--- config.mk ---
export PLATFORM = sky130hd
export DESIGN_NAME = mult_seq_flat
export DESIGN_NICKNAME = d
export VERILOG_FILES = /design/src/rtl/mult_seq_if.sv /design/src/rtl/mult_seq.sv /design/src/flat_wrapper.sv
export SDC_FILE = /design/constraint.sdc
export NUM_CORES = 1
export LEC_CHECK = 0
export CAP_MARGIN = 30
export CORE_MARGIN = 5
export CORE_UTILIZATION = 29
export CTS_CLUSTER_DIAMETER = 50
export DETAILED_ROUTE_END_ITERATION = 10
export GPL_TIMING_DRIVEN = 1
export HOLD_SLACK_MARGIN = 0.03
export PLACE_DENSITY_LB_ADDON = 0.1
export SYNTH_ARGS = -nofsm -noshare
export SYNTH_HDL_FRONTEND = slang
export SYNTH_SLANG_ARGS = --single-unit
--- constraint.sdc ---
create_clock -name clk -period 13.8 [get_ports clk]
set_input_delay 2.76 -clock clk [delete_from_list [all_inputs] [get_ports clk]]
set_output_delay 2.76 -clock clk [all_outputs]
set_load 0.05 [all_outputs]
--- src/rtl/mult_seq_if.sv ---
// mult_seq_if: request/result bundle for the sequential multiplier.
// The master side issues start with operands a/b and observes busy/done and
// the 64-bit product split into prod_hi/prod_lo; the slave side is the
// multiplier itself.
interface mult_seq_if;
  logic        start;
  logic [31:0] a;
  logic [31:0] b;
  logic        busy;
  logic        done;
  logic [31:0] prod_hi;
  logic [31:0] prod_lo;

  modport master (
    output start,
    output a,
    output b,
    input  busy,
    input  done,
    input  prod_hi,
    input  prod_lo
  );

  modport slave (
    input  start,
    input  a,
    input  b,
    output busy,
    output done,
    output prod_hi,
    output prod_lo
  );
endinterface

--- src/rtl/mult_seq.sv ---
// mult_seq: 32x32 -> 64-bit unsigned multiplier, radix-2 shift-add, one
// partial-product step per clock (32 RUN cycles per operation).
//
// Optional feature, selected by the macro ZERO_BYPASS_EN:
//   defined   - a request with a zero operand skips RUN and goes straight to
//               DONE with a zero product (done one cycle after acceptance).
//   undefined - zero operands take the full 32-cycle path like any other pair.
//
// add32 is the shared 32-bit adder/ALU block; the multiplier uses exactly one
// instance of it in add mode, and its carry-out is the 33rd sum bit.

// ---------------------------------------------------------------------------
// add32: ripple-carry adder with a small op select.
//   ctrl 2'b00 : sum = a + b,  cout = carry out
//   ctrl 2'b01 : sum = a - b,  cout = no-borrow flag
//   ctrl 2'b10 : sum = a & b,  cout = 0
//   ctrl 2'b11 : sum = a ^ b,  cout = 0
// ---------------------------------------------------------------------------
module add32 (
  input  logic [31:0] a,
  input  logic [31:0] b,
  input  logic [1:0]  ctrl,
  output logic [31:0] sum,
  output logic        cout
);
  logic [32:0] carry;
  logic [31:0] b_eff;
  logic [31:0] raw_sum;

  // Subtraction is a + ~b + 1, so invert b and inject a carry for ctrl=01.
  assign b_eff    = (ctrl == 2'b01) ? ~b : b;
  assign carry[0] = (ctrl == 2'b01);

  genvar gi;
  generate
    for (gi = 0; gi < 32; gi++) begin : g_bit
      assign raw_sum[gi]   = a[gi] ^ b_eff[gi] ^ carry[gi];
      assign carry[gi + 1] = (a[gi] & b_eff[gi]) |
                             (a[gi] & carry[gi]) |
                             (b_eff[gi] & carry[gi]);
    end
  endgenerate

  // Result/carry select by operation.
  always_comb begin
    sum  = raw_sum;
    cout = carry[32];
    case (ctrl)
      2'b10: begin
        sum  = a & b;
        cout = 1'b0;
      end
      2'b11: begin
        sum  = a ^ b;
        cout = 1'b0;
      end
      default: begin
        sum  = raw_sum;
        cout = carry[32];
      end
    endcase
  end
endmodule

// ---------------------------------------------------------------------------
// mult_seq: control FSM plus M / P / cnt datapath.
// P holds {partial product, remaining multiplier bits}; each RUN cycle adds M
// into the upper half when P[0] is set, then shifts the 65-bit {c, s, P[31:1]}
// result right by one into P.
// ---------------------------------------------------------------------------
module mult_seq (
  input  logic        clk,
  input  logic        rst,
  mult_seq_if.slave   bus
);
  typedef enum logic [1:0] {
    IDLE = 2'b00,
    RUN  = 2'b01,
    DONE = 2'b10
  } state_t;

  state_t      state_reg;
  state_t      state_next;
  logic [31:0] m_reg;
  logic [31:0] m_next;
  logic [63:0] p_reg;
  logic [63:0] p_next;
  logic [5:0]  cnt_reg;
  logic [5:0]  cnt_next;

  logic [31:0] addend;
  logic [31:0] add_sum;
  logic        add_cout;
  logic        zero_operand;

  // When the current multiplier bit is 0 the adder adds zero, so
  // {cout, sum} is simply {1'b0, P[63:32]}.
  assign addend = p_reg[0] ? m_reg : 32'h0000_0000;

  add32 u_add (
    .a    (p_reg[63:32]),
    .b    (addend),
    .ctrl (2'b00),
    .sum  (add_sum),
    .cout (add_cout)
  );

  assign zero_operand = (bus.a == 32'h0000_0000) || (bus.b == 32'h0000_0000);

  // FSM state register; reset acts immediately.
  always_ff @(posedge clk or posedge rst) begin
    if (rst) begin
      state_reg <= IDLE;
    end else begin
      state_reg <= state_next;
    end
  end

  // Datapath registers; reset clears everything at once so the outputs read 0.
  always_ff @(posedge clk or posedge rst) begin
    if (rst) begin
      m_reg   <= 32'h0000_0000;
      p_reg   <= 64'h0;
      cnt_reg <= 6'd0;
    end else begin
      m_reg   <= m_next;
      p_reg   <= p_next;
      cnt_reg <= cnt_next;
    end
  end

  // Next-state and next-datapath logic; every register holds by default.
  always_comb begin
    state_next = state_reg;
    m_next     = m_reg;
    p_next     = p_reg;
    cnt_next   = cnt_reg;

    case (state_reg)
      IDLE: begin
        // Operands are captured only here, so later changes on a/b and any
        // start seen in RUN or DONE have no effect.
        if (bus.start) begin
          m_next   = bus.a;
          cnt_next = 6'd0;
`ifdef ZERO_BYPASS_EN
          if (zero_operand) begin
            p_next     = 64'h0;
            state_next = DONE;
          end else begin
            p_next     = {32'h0000_0000, bus.b};
            state_next = RUN;
          end
`else
          p_next     = {32'h0000_0000, bus.b};
          state_next = RUN;
`endif
        end
      end

      RUN: begin
        p_next   = {add_cout, add_sum, p_reg[31:1]};
        cnt_next = cnt_reg + 6'd1;
        // cnt counts completed steps; the step taken with cnt=31 is the 32nd.
        if (cnt_reg == 6'd31) begin
          state_next = DONE;
        end
      end

      DONE: begin
        state_next = IDLE;
      end

      default: begin
        state_next = IDLE;
      end
    endcase
  end

`ifndef ZERO_BYPASS_EN
  // Without the bypass the zero test has no consumer; fold it into a
  // harmless term so the net is still considered used.
  logic unused_zero;
  assign unused_zero = zero_operand & 1'b0;
`endif

  // Status flags come straight from the state register.
  assign bus.busy    = (state_reg == RUN);
  assign bus.done    = (state_reg == DONE);
  assign bus.prod_hi = p_reg[63:32];
  assign bus.prod_lo = p_reg[31:0];
endmodule
--- src/flat_wrapper.sv ---
// flat-port wrapper written by rule: the top's interface ports become plain ports
module mult_seq_flat 
  (clk, rst, bus_start, bus_a, bus_b, bus_busy, bus_done, bus_prod_hi, bus_prod_lo);
  mult_seq_if bus_i ();
  input  logic clk;
  input  logic rst;
  input wire logic [$bits(bus_i.start)-1:0] bus_start;
  input wire logic [$bits(bus_i.a)-1:0] bus_a;
  input wire logic [$bits(bus_i.b)-1:0] bus_b;
  output wire logic [$bits(bus_i.busy)-1:0] bus_busy;
  output wire logic [$bits(bus_i.done)-1:0] bus_done;
  output wire logic [$bits(bus_i.prod_hi)-1:0] bus_prod_hi;
  output wire logic [$bits(bus_i.prod_lo)-1:0] bus_prod_lo;
  assign bus_i.start = bus_start;
  assign bus_i.a = bus_a;
  assign bus_i.b = bus_b;
  assign bus_busy = bus_i.busy;
  assign bus_done = bus_i.done;
  assign bus_prod_hi = bus_i.prod_hi;
  assign bus_prod_lo = bus_i.prod_lo;
  mult_seq u_core (.clk(clk), .rst(rst), .bus(bus_i));
endmodule
==> results of run 1 <==
-- path summary, 6_finish.rpt --
| kind | from | end | slack (ns) | depth (start not counted) |
|---|---|---|---|---|
| max | u_core.p_reg[0] | u_core.p_reg[62] | 0.84 | 36 |
| min | u_core.cnt_reg[5] | u_core.state_reg[1] | 0.49 | 1 |
| max reg2reg | u_core.p_reg[0] | u_core.p_reg[62] | 0.84 | 36 |
| min reg2reg | u_core.cnt_reg[5] | u_core.state_reg[1] | 0.49 | 1 |
| max in group asynchronous | rst | u_core.p_reg[44] | 9.75 | 3 |
| min in group asynchronous | rst | u_core.m_reg[16] | 2.77 | 2 |
-- power groups by stage --
stage / clock, mW / combinational (mW) / sequential, mW
after floorplan: 0 / 0.249 / 0.774
after global placement: 0 / 0.768 / 0.521
after detailed placement: 0 / 0.774 / 0.521
after CTS: 0.259 / 0.776 / 0.518
after global routing: 0.271 / 0.832 / 0.533
final: 0.246 / 0.761 / 0.516
-- placed cells by master, fill, tap and decap left out, types with 2 or more instances in the layout --
cell type        count
mux2_2               5
nor2b_1             14
o21ai_0             64
nand3_1              2
inv_6                2
clkbuf_16            9
and3b_1             19
mux2_4              27
and2_1               4
a21oi_1             31
buf_4                8
ha_1                 2
fa_1                31
a22oi_1             12
inv_1               30
dfrtp_1            104
clkdlybuf4s50_1    132
nand2_1             81
a22o_1               5
-- per-stage QoR --
step	utilization [%]	hold slack, ns	setup WS [ns]
CTS	39.4	0.486	0.778
global route	39.4	0.523	0.253
finish	39.4	0.487	0.844
global placement	37.8	0.470	0.906
floorplan	-	0.449	1.06
detailed placement	37.8	0.475	0.816
-- kinds of logic after synthesis --
| family | after synthesis | synth area share [%] |
|---|---|---|
| muxes | 33 | 8.87 |
| and+or+nand+nor | 125 | 11.8 |
| adders and majority gates | 33 | 12.1 |
| AOI/OAI and AO/OA | 118 | 12.3 |
| DFF | 104 | 49.0 |
| xor gates and xnor gates | 1 | 0.165 |
| buffers and inverters | 65 | 5.74 |
-- per-layer routing --
metal	track usage (%)	vias to the layer above	wire (um)
met4	3.64	0	161
met5	0	-	0
li1	-	1835	-
met3	2.43	10	442
met2	19.9	80	6070
met1	17.6	1879	6250
-- worst max-delay path: cells and delay by family (launching register included) --
kind | cells | cell delay (ns)
adders and majority gates | 32 | 11.77
AOI/OAI and AO/OA | 1 | 0.21
DFF | 1 | 0.52
and+or+nand+nor | 1 | 0.18
buffers and inverters | 2 | 0.14
-- area by class of cell --
cell class | instances | area [um2] | area share (%)
inverters | 32 | 123 | 1.73
clock buffers | 11 | 243 | 3.42
clock inverters | 5 | 38.8 | 0.547
well taps | 229 | 287 | 4.04
flip-flops and latches | 104 | 2600 | 36.7
repair buffers | 140 | 1380 | 19.5
multi-input cells | 310 | 2420 | 34.1
==> results by group, run 1 <==
Layout
  – Flip-flop count of the largest register after layout: 64
  – Fin nets: roughly 700
  – Final Non-Filler Cells: 831
  – Layout area overhead: 33.5%
  – ANT cells: 0
  – Fill count: roughly 1800
  – Layout cells sized above 1: 9.80%
  – Final instance area: a little over 7000 um2

GRT
  – Tot GR Track Use: roughly 13%
  – Vias in the first global route: between 4000 and 5000
  – Congestion Overflow GR: 0
  – First-pass GRT wire length: 21.8 mm
  – Largest net degree at the start of global routing: 71
  – Initial antenna violation count: 0

Hold path
  – Worst min-delay path category: reg -> reg

Pwr
  – Maximum vdd ir drop: around 0.096 mV
  – Reg power frac: around 34%
  – Internal Power: about 0.84 mW
  – Leak Pwr: just over 3 nW
  – Combinational Power Share: between 50% and 60%
  – PwrDens: approximately 210 nW/um2
  – P_sw: about 0.7 mW
  – Post-layout power: 1.52 mW
  – Switching share of power: 45.1%
  – Clock Power Share: between 10% and 20%

Logic synthesis
  – Area leader, netlist: dfrtp_1
  – Ys async rst share: between 90% and 100%
  – Synthesized instance count: 479
  – Area contributors post-synth: dfrtp_1 (49%), fa_1 (12%), mux2_4 (7.6%), o21ai_0 (6.0%), nand2_1 (5.7%)
  – Synthesized Nets: a little under 600
  – Most common cell in the netlist: dfrtp_1
  – Synth cell count leaders: dfrtp_1 (104), nand2_1 (81), o21ai_0 (64)
  – Synth warn: 0
  – Unique masters post-synth: 34
  – EDFF count, synth: 0
  – Share of the yosys chip area belonging to registers: between 40% and 50%
  – Primary FF master, synth: dfrtp_1
  – Yosys top cell area share: roughly 49%
  – Seq cells post-synth: roughly 100
  – Synthesized area: 5320 um2
  – Synthesized area per cell: 11.1 um2

Floorplan
  – Die area: 21100 um2
  – Core area: 18000 um2
  – IO Count: about 130
  – Die H: between 100 and 150 um
  – Initial Utilization: between 20% and 30%
  – Row Count: just under 50
  – Overall die width: 145 um

STA
  – TNS Setup: 0 ns
  – Fmax achieved: 77.2 MHz
  – Tmin final: ~13 ns
  – RSZ-0062 raised after global routing: false
  – Rel. slew slack: a little under 40%
  – Count of final setup violators: 0
  – Final cycle utilization of the critical path: 93.9%
  – Layout Skew: between 0.009 and 0.01 ns
  – Slew @ Worst Pin: just over 0.9 ns
  – Final Hold Viols: 0
  – Pins Over Slew Limit: 0

Setup path
  – Startpoint types: flop
  – Worst path arrival time: between 10 and 15 ns
  – Crit path kind: reg -> reg
  – Max incr delay on CP: ~0.52 ns
  – CP max stage cell: dfrtp_1
  – Worst setup EP type: flop
  – Max FO, Critical Path: 9
  – WP data required: ~14 ns
  – Cell mode on critical path: fa_1

Routing
  – Vias after detailed routing: roughly 3800
  – Initial DRC Count: roughly 190
  – TritonRoute pass-1 iters: 4
  – DRC Markers: 0
  – Routed len/inst: 15.5 um
  – Final wirelength: 12.9 mm
  – Via density per instance: about 4.6
  – DRT antenna net count: 0

Run
  – Max capacitance violation total: 0

Status
  – Status: completed

Clocking
  – Clock sinks: approximately 100
  – Reg clk slew, reported paths: roughly 0.080 ns
  – CTS resizes: 0
  – CTS Buf Count: 9
  – Maximum clock path buffer count: 2
  – Post-CTS Repair Setup Buffers: 0
  – CTS tree: yes
  – Hold-fix buffers, CTS: 0
  – H-tree Lvls: 3
  – Clock root buffer: clkbuf_16
  – Clock Latency Late Sink: roughly 0.35 ns

Place
  – Placed cells: a little over 800
  – Number of buffers added on ports: about 130
  – Gpl congestion: ~0.76
  – HPWL Detailed: between 9 and 10 mm
  – Placed cell areas: between 6000 and 7000 um2
No activity file was read; power rests on OpenSTA's default activity.
==> run 2, diff against run 1 <==
--- a/config.mk
+++ b/config.mk
@@ -12,6 +12,7 @@
 export DETAILED_ROUTE_END_ITERATION = 10
 export GPL_TIMING_DRIVEN = 1
 export HOLD_SLACK_MARGIN = 0.03
+export MAX_ROUTING_LAYER = met4
 export PLACE_DENSITY_LB_ADDON = 0.1
 export SYNTH_ARGS = -nofsm -noshare
 export SYNTH_HDL_FRONTEND = slang
==> run 2 against run 1 <==
  * Total power about the same
  * Worst setup slack about the same
  * Clock skew down 0.0020 ns
  * Largest power group unchanged
  * Design area unchanged
  * Via count up 0.32%
  * Wire length up 0.26%
  * Critical endpoint unchanged
  * Cell count unchanged
  * Sequential cell count unchanged
  * Clock power about the same
  * Sequential power about the same
  * Fmax about the same
  * Register-to-register slack about the same
==> results by group, run 2 (synthesis results as in run 1) <==
STA
  – RSZ-0062 raised after global routing: false
  – Layout Skew: 0.00798 ns (-0.00197 ns)
  – Final Hold Viols: 0 (unchanged)
  – Final cycle utilization of the critical path: 93.9% (about the same)
  – TNS Setup: 0 ns (unchanged)
  – Count of final setup violators: 0 (unchanged)
  – Pins Over Slew Limit: 0 (unchanged)
  – Setup slack after layout: 0.845 ns (+0.000280 ns)
  – Rel. slew slack: 39.3% (-0.16 points)
  – Slew @ Worst Pin: 0.910 ns (+0.00242 ns)
  – Fmax achieved: 77.2 MHz (about the same)
  – Tmin final: 12.96 ns (-0.000280 ns)

Routing
  – DRT antenna net count: 0 (unchanged)
  – DRC Markers: 0 (unchanged)
  – Via density per instance: 4.59 (+0.32%)
  – Initial DRC Count: 188 (-2.1%)
  – Vias after detailed routing: 3816 (+0.32%)
  – Routed len/inst: 15.6 um (+0.26%)
  – Final wirelength: 13.0 mm (+0.26%)
  – TritonRoute pass-1 iters: 4 (unchanged)

Clocking
  – CTS resizes: 0 (unchanged)
  – Clock sinks: 104 (unchanged)
  – Hold-fix buffers, CTS: 0 (unchanged)
  – H-tree Lvls: 3 (unchanged)
  – Post-CTS Repair Setup Buffers: 0 (unchanged)
  – Reg clk slew, reported paths: 0.07 ns (about the same)
  – CTS tree: yes
  – CTS Buf Count: 9 (unchanged)
  – Clock root buffer: clkbuf_16
  – Maximum clock path buffer count: 2 (unchanged)
  – Clock Latency Late Sink: 0.35 ns (about the same)

Layout
  – Layout area overhead: 33.5% (unchanged)
  – Commonest cells after routing, fill and taps aside: clkdlybuf4s50_1 (132), dfrtp_1 (104), nand2_1 (81)
  – Flip-flop count of the largest register after layout: 64 (unchanged)
  – ANT cells: 0 (unchanged)
  – Fill count: 1779 (unchanged)
  – Core Util, Final: 39.4% (unchanged)
  – Layout cells sized above 1: 9.80% (unchanged)
  – Final instance area: 7090 um2 (unchanged)
  – Fin nets: 697 (unchanged)
  – Most common cell after layout, fill and taps aside: clkdlybuf4s50_1

Pwr
  – Leak Pwr: 3.02 nW (unchanged)
  – Maximum vdd ir drop: 0.0959 mV (about the same)
  – PwrDens: 215 nW/um2 (about the same)
  – Post-layout power: 1.52 mW (about the same)

Hold path
  – Worst Hold Launch: u_core.cnt_reg[5]
  – Worst min-delay path category: reg -> reg

Place
  – Place WS: 0.816 ns (unchanged)
  – HPWL Detailed: 9.01 mm (unchanged)
  – Gpl congestion: 0.774 (+1.8%)
  – Number of buffers added on ports: 132 (unchanged)
  – Placed cell areas: 6810 um2 (unchanged)

Setup path
  – Crit path kind: reg -> reg
  – WP data required: 14.03 ns (about the same)
  – Max incr delay on CP: 0.52 ns (about the same)
  – Flop-to-flop setup slack: 0.84 ns (about the same)
  – Worst setup EP type: flop
  – Startpoint types: flop
  – Launch point of the worst path: u_core.p_reg[0]
  – CP max stage cell: dfrtp_1
  – Worst r2r src: u_core.p_reg[0]
  – Worst path arrival time: 13.19 ns (about the same)
  – Max FO, Critical Path: 9 (unchanged)
  – Cell mode on critical path: fa_1

GRT
  – Tot GR Track Use: 12.9% (+0.37 points)
  – First-pass GRT wire length: 21.8 mm (unchanged)
  – Initial antenna violation count: 0 (unchanged)
  – Congestion Overflow GR: 0 (unchanged)
  – Vias in the first global route: 4038 (-0.025%)
  – Largest net degree at the start of global routing: 71 (unchanged)

Floorplan
  – Core area: 18000 um2 (unchanged)
  – Die area: 21100 um2 (unchanged)
  – IO Count: 133 (unchanged)
  – Row Count: 49 (unchanged)
  – Die H: 145 um (unchanged)
  – Overall die width: 145 um (unchanged)
  – Initial Utilization: 29.5% (unchanged)

Status
  – Status: completed

Run
  – Max capacitance violation total: 0 (unchanged)
==> run 2: cell counts in the layout (fill, tap and decap cells not counted) <==
Identical to the previous run, type by type.
==> run 2: metrics by stage <==
step / instances / hold WS (ns)
2_1_floorplan: 479 / 0.449
3_3_place_gp: 815 / 0.470
3_5_place_dp: 815 / 0.475
4_1_cts: 831 / 0.486
5_1_grt: 831 / 0.523
6_report: 831 / 0.487
==> run 2: power by group <==
| part | internal (mW) | switching [mW] | total [mW] |
|---|---|---|---|
| Sequential | 0.419 | 0.0962 | 0.516 |
| Combinational | 0.287 | 0.474 | 0.761 |
| Clock | 0.129 | 0.118 | 0.246 |
| Total | 0.835 | 0.688 | 1.52 |
==> run 2: cell type report <==
type	count	area, um2	area share [%]
clock buffers	11	243	3.42
clock inverters	5	38.8	0.547
inverters	32	123	1.73
multi-input cells	310	2420	34.1
flip-flops and latches	104	2600	36.7
well taps	229	287	4.04
repair buffers	140	1380	19.5
==> run 2: worst paths after layout <==
path                                       endpoint  cells past startpoint
worst max-delay path               u_core.p_reg[62]                     36
worst min-delay path            u_core.state_reg[1]                      1
worst max register to register     u_core.p_reg[62]                     36
worst min register to register  u_core.state_reg[1]                      1
max in group asynchronous          u_core.p_reg[46]                      3
min in group asynchronous          u_core.m_reg[15]                      2
==> run 2: layer usage <==
layer | track usage (%) | routed length (um) | up-vias | part of all wire, %
met5 | - | 0 | - | 0
met2 | 19.8 | 6100 | 89 | 47
li1 | - | - | 1831 | -
met4 | 3.64 | 157 | 0 | 1.2
met3 | 2.30 | 470 | 12 | 3.6
met1 | 17.7 | 6220 | 1884 | 48
==> run 2: worst max-delay path: cells and delay by family, from the launching register on <==
kind	cells	cell delay, ns
AO/OA/AOI/OAI	1	0.21
buffers and inverters	2	0.13
AND/OR/NAND/NOR	1	0.18
adder cells (fa/ha/maj)	32	11.76
flip-flops	1	0.52
==> run 3, diff against run 2 <==
--- a/config.mk
+++ b/config.mk
@@ -6,7 +6,7 @@
 export NUM_CORES = 1
 export LEC_CHECK = 0
 export CAP_MARGIN = 30
-export CORE_MARGIN = 5
+export CORE_MARGIN = 2
 export CORE_UTILIZATION = 29
 export CTS_CLUSTER_DIAMETER = 50
 export DETAILED_ROUTE_END_ITERATION = 10
==> run 3 against run 2 <==
  * Utilization rose by 0.27 points
  * First-iteration DRC count fell by 19%
  * Worst hold slack improved by 0.0070 ns
  * Design area rose by 0.35%
==> results by group, run 3 (synthesis results as in run 1) <==
GRT
  – Vias in the first global route: 3946 (-2.3%)
  – Largest net degree at the start of global routing: 56 (-21%)
  – First-pass GRT wire length: 21.4 mm (-1.9%)
  – Initial antenna violation count: 0 (unchanged)
  – Congestion Overflow GR: 0 (unchanged)
  – Tot GR Track Use: 14.2% (+1.2 points)

Floorplan
  – Initial Utilization: 29.6% (+0.10 points)
  – Core area: 18000 um2 (-0.34%)
  – Die area: 19400 um2 (-8.1%)
  – Die H: 139 um (-4.1%)
  – Overall die width: 139 um (-4.1%)
  – Row Count: 49 (unchanged)
  – IO Count: 133 (unchanged)

Clocking
  – CTS tree: yes
  – CTS Buf Count: 9 (unchanged)
  – Hold-fix buffers, CTS: 0 (unchanged)
  – Clock root buffer: clkbuf_16
  – H-tree Lvls: 3 (unchanged)
  – Clock Latency Late Sink: 0.34 ns (about the same)
  – Maximum clock path buffer count: 2 (unchanged)
  – Clock sinks: 104 (unchanged)
  – CTS resizes: 0 (unchanged)
  – Post-CTS Repair Setup Buffers: 0 (unchanged)
  – Reg clk slew, reported paths: 0.07 ns (about the same)

STA
  – Count of final setup violators: 0 (unchanged)
  – Fmax achieved: 76.7 MHz (-0.60%)
  – TNS Setup: 0 ns (unchanged)
  – Slew @ Worst Pin: 0.901 ns (-0.00957 ns)
  – Final Hold Viols: 0 (unchanged)
  – Final cycle utilization of the critical path: 94.4% (+0.57 points)
  – Layout Skew: 0.00679 ns (-0.00120 ns)
  – Pins Over Slew Limit: 0 (unchanged)
  – Tmin final: 13.03 ns (+0.0781 ns)
  – Rel. slew slack: 39.8% (+0.51 points)
  – RSZ-0062 raised after global routing: false

Pwr
  – Combinational Power Share: 49.8% (-0.2 points)
  – Maximum vdd ir drop: 0.107 mV (+12%)
  – Reg power frac: 33.3% (-0.6 points)
  – PwrDens: 216 nW/um2 (+0.65%)
  – P_sw: 0.684 mW (-0.45%)
  – Clock Power Share: 16.8% (+0.6 points)
  – Leak Pwr: 3.04 nW (+0.46%)
  – Switching share of power: 44.5% (-0.65 points)
  – Internal Power: 0.854 mW (+2.2%)

Layout
  – Most common cell after layout, fill and taps aside: clkdlybuf4s50_1
  – Commonest cells after routing, fill and taps aside: clkdlybuf4s50_1 (132), dfrtp_1 (104), nand2_1 (81)
  – Flip-flop count of the largest register after layout: 64 (unchanged)
  – Fin nets: 698 (+0.14%)
  – Layout area overhead: 33.9%
  – Final instance area: 7120 um2 (+0.35%)
  – ANT cells: 0 (unchanged)
  – Layout cells sized above 1: 9.95% (+0.15 points)
  – Fill count: 1748 (-1.7%)

Setup path
  – Worst setup EP type: flop
  – CP max stage cell: fa_1
  – Cell mode on critical path: fa_1
  – Max FO, Critical Path: 25 (+16)
  – Worst path arrival time: 13.27 ns (+0.08 ns)
  – Startpoint types: flop
  – Max incr delay on CP: 0.40 ns (-0.12 ns)
  – Crit path kind: reg -> reg
  – WP data required: 14.03 ns (about the same)

Place
  – Placed cell areas: 6820 um2 (+0.11%)
  – HPWL Detailed: 8.61 mm (-4.4%)
  – Number of buffers added on ports: 132 (unchanged)
  – Gpl congestion: 0.769 (-0.58%)

Routing
  – Initial DRC Count: 152 (-19%)
  – Routed len/inst: 15.3 um (-1.7%)
  – Via density per instance: 4.63 (+0.72%)
  – TritonRoute pass-1 iters: 4 (unchanged)
  – DRT antenna net count: 0 (unchanged)
  – Vias after detailed routing: 3848 (+0.84%)
  – Final wirelength: 12.7 mm (-1.6%)
  – DRC Markers: 0 (unchanged)

Hold path
  – Worst min-delay path category: reg -> reg

Run
  – Max capacitance violation total: 0 (unchanged)

Status
  – Status: completed
[run 3: final timing paths]
| kind | slack [ns] | end | cells after the start | start |
|---|---|---|---|---|
| setup / recovery | 0.77 | u_core.p_reg[62] | 37 | u_core.p_reg[0] |
| hold / removal | 0.49 | u_core.state_reg[1] | 1 | u_core.cnt_reg[5] |
| setup reg to reg | 0.77 | u_core.p_reg[62] | 37 | u_core.p_reg[0] |
| hold reg to reg | 0.49 | u_core.state_reg[1] | 1 | u_core.cnt_reg[5] |
| max in group asynchronous | 9.77 | u_core.p_reg[46] | 3 | rst |
| min in group asynchronous | 2.86 | u_core.p_reg[50] | 2 | rst |
[run 3: metal layers]
layer	vias up	GRT usage (%)	part of all wire (%)
li1	1837	-	-
met1	1911	18.7	47
met2	89	22.0	47
met3	11	3.65	4.1
met4	0	3.30	1.4
met5	-	-	0
[run 3: metrics by stage]
step	util (%)	hold slack [ns]	setup WS [ns]	power, mW	std cells
after detailed placement	38.0	0.484	0.710	1.29	816
after global placement	38.0	0.474	0.849	1.29	816
after floorplan	-	0.449	1.06	1.02	479
final	39.6	0.494	0.767	1.54	832
after CTS	39.6	0.493	0.711	1.57	832
after global routing	39.6	0.513	0.298	1.65	832
[run 3: power groups by stage]
stage / Combinational, mW / Sequential, mW / Clock [mW]
CTS: 0.780 / 0.515 / 0.272
global route: 0.839 / 0.531 / 0.284
detailed placement: 0.774 / 0.519 / 0
global placement: 0.770 / 0.518 / 0
finish: 0.767 / 0.512 / 0.259
floorplan: 0.249 / 0.774 / 0
[run 3: critical path, delay by kind of cell (launching register included)]
family / cells / cell delay (ns)
compound gates: 1 / 0.21
fa+ha+maj: 32 / 11.76
buf+inv: 3 / 0.41
flops: 1 / 0.34
simple gates: 1 / 0.17
[run 3: cell type report]
class | instances | area, um2 | area share, %
clock buffers | 11 | 243 | 3.41
clock inverters | 5 | 56.3 | 0.791
inverters | 32 | 123 | 1.72
multi-input cells | 310 | 2420 | 34.0
flip-flops and latches | 104 | 2600 | 36.6
well taps | 229 | 287 | 4.03
repair buffers | 141 | 1390 | 19.5
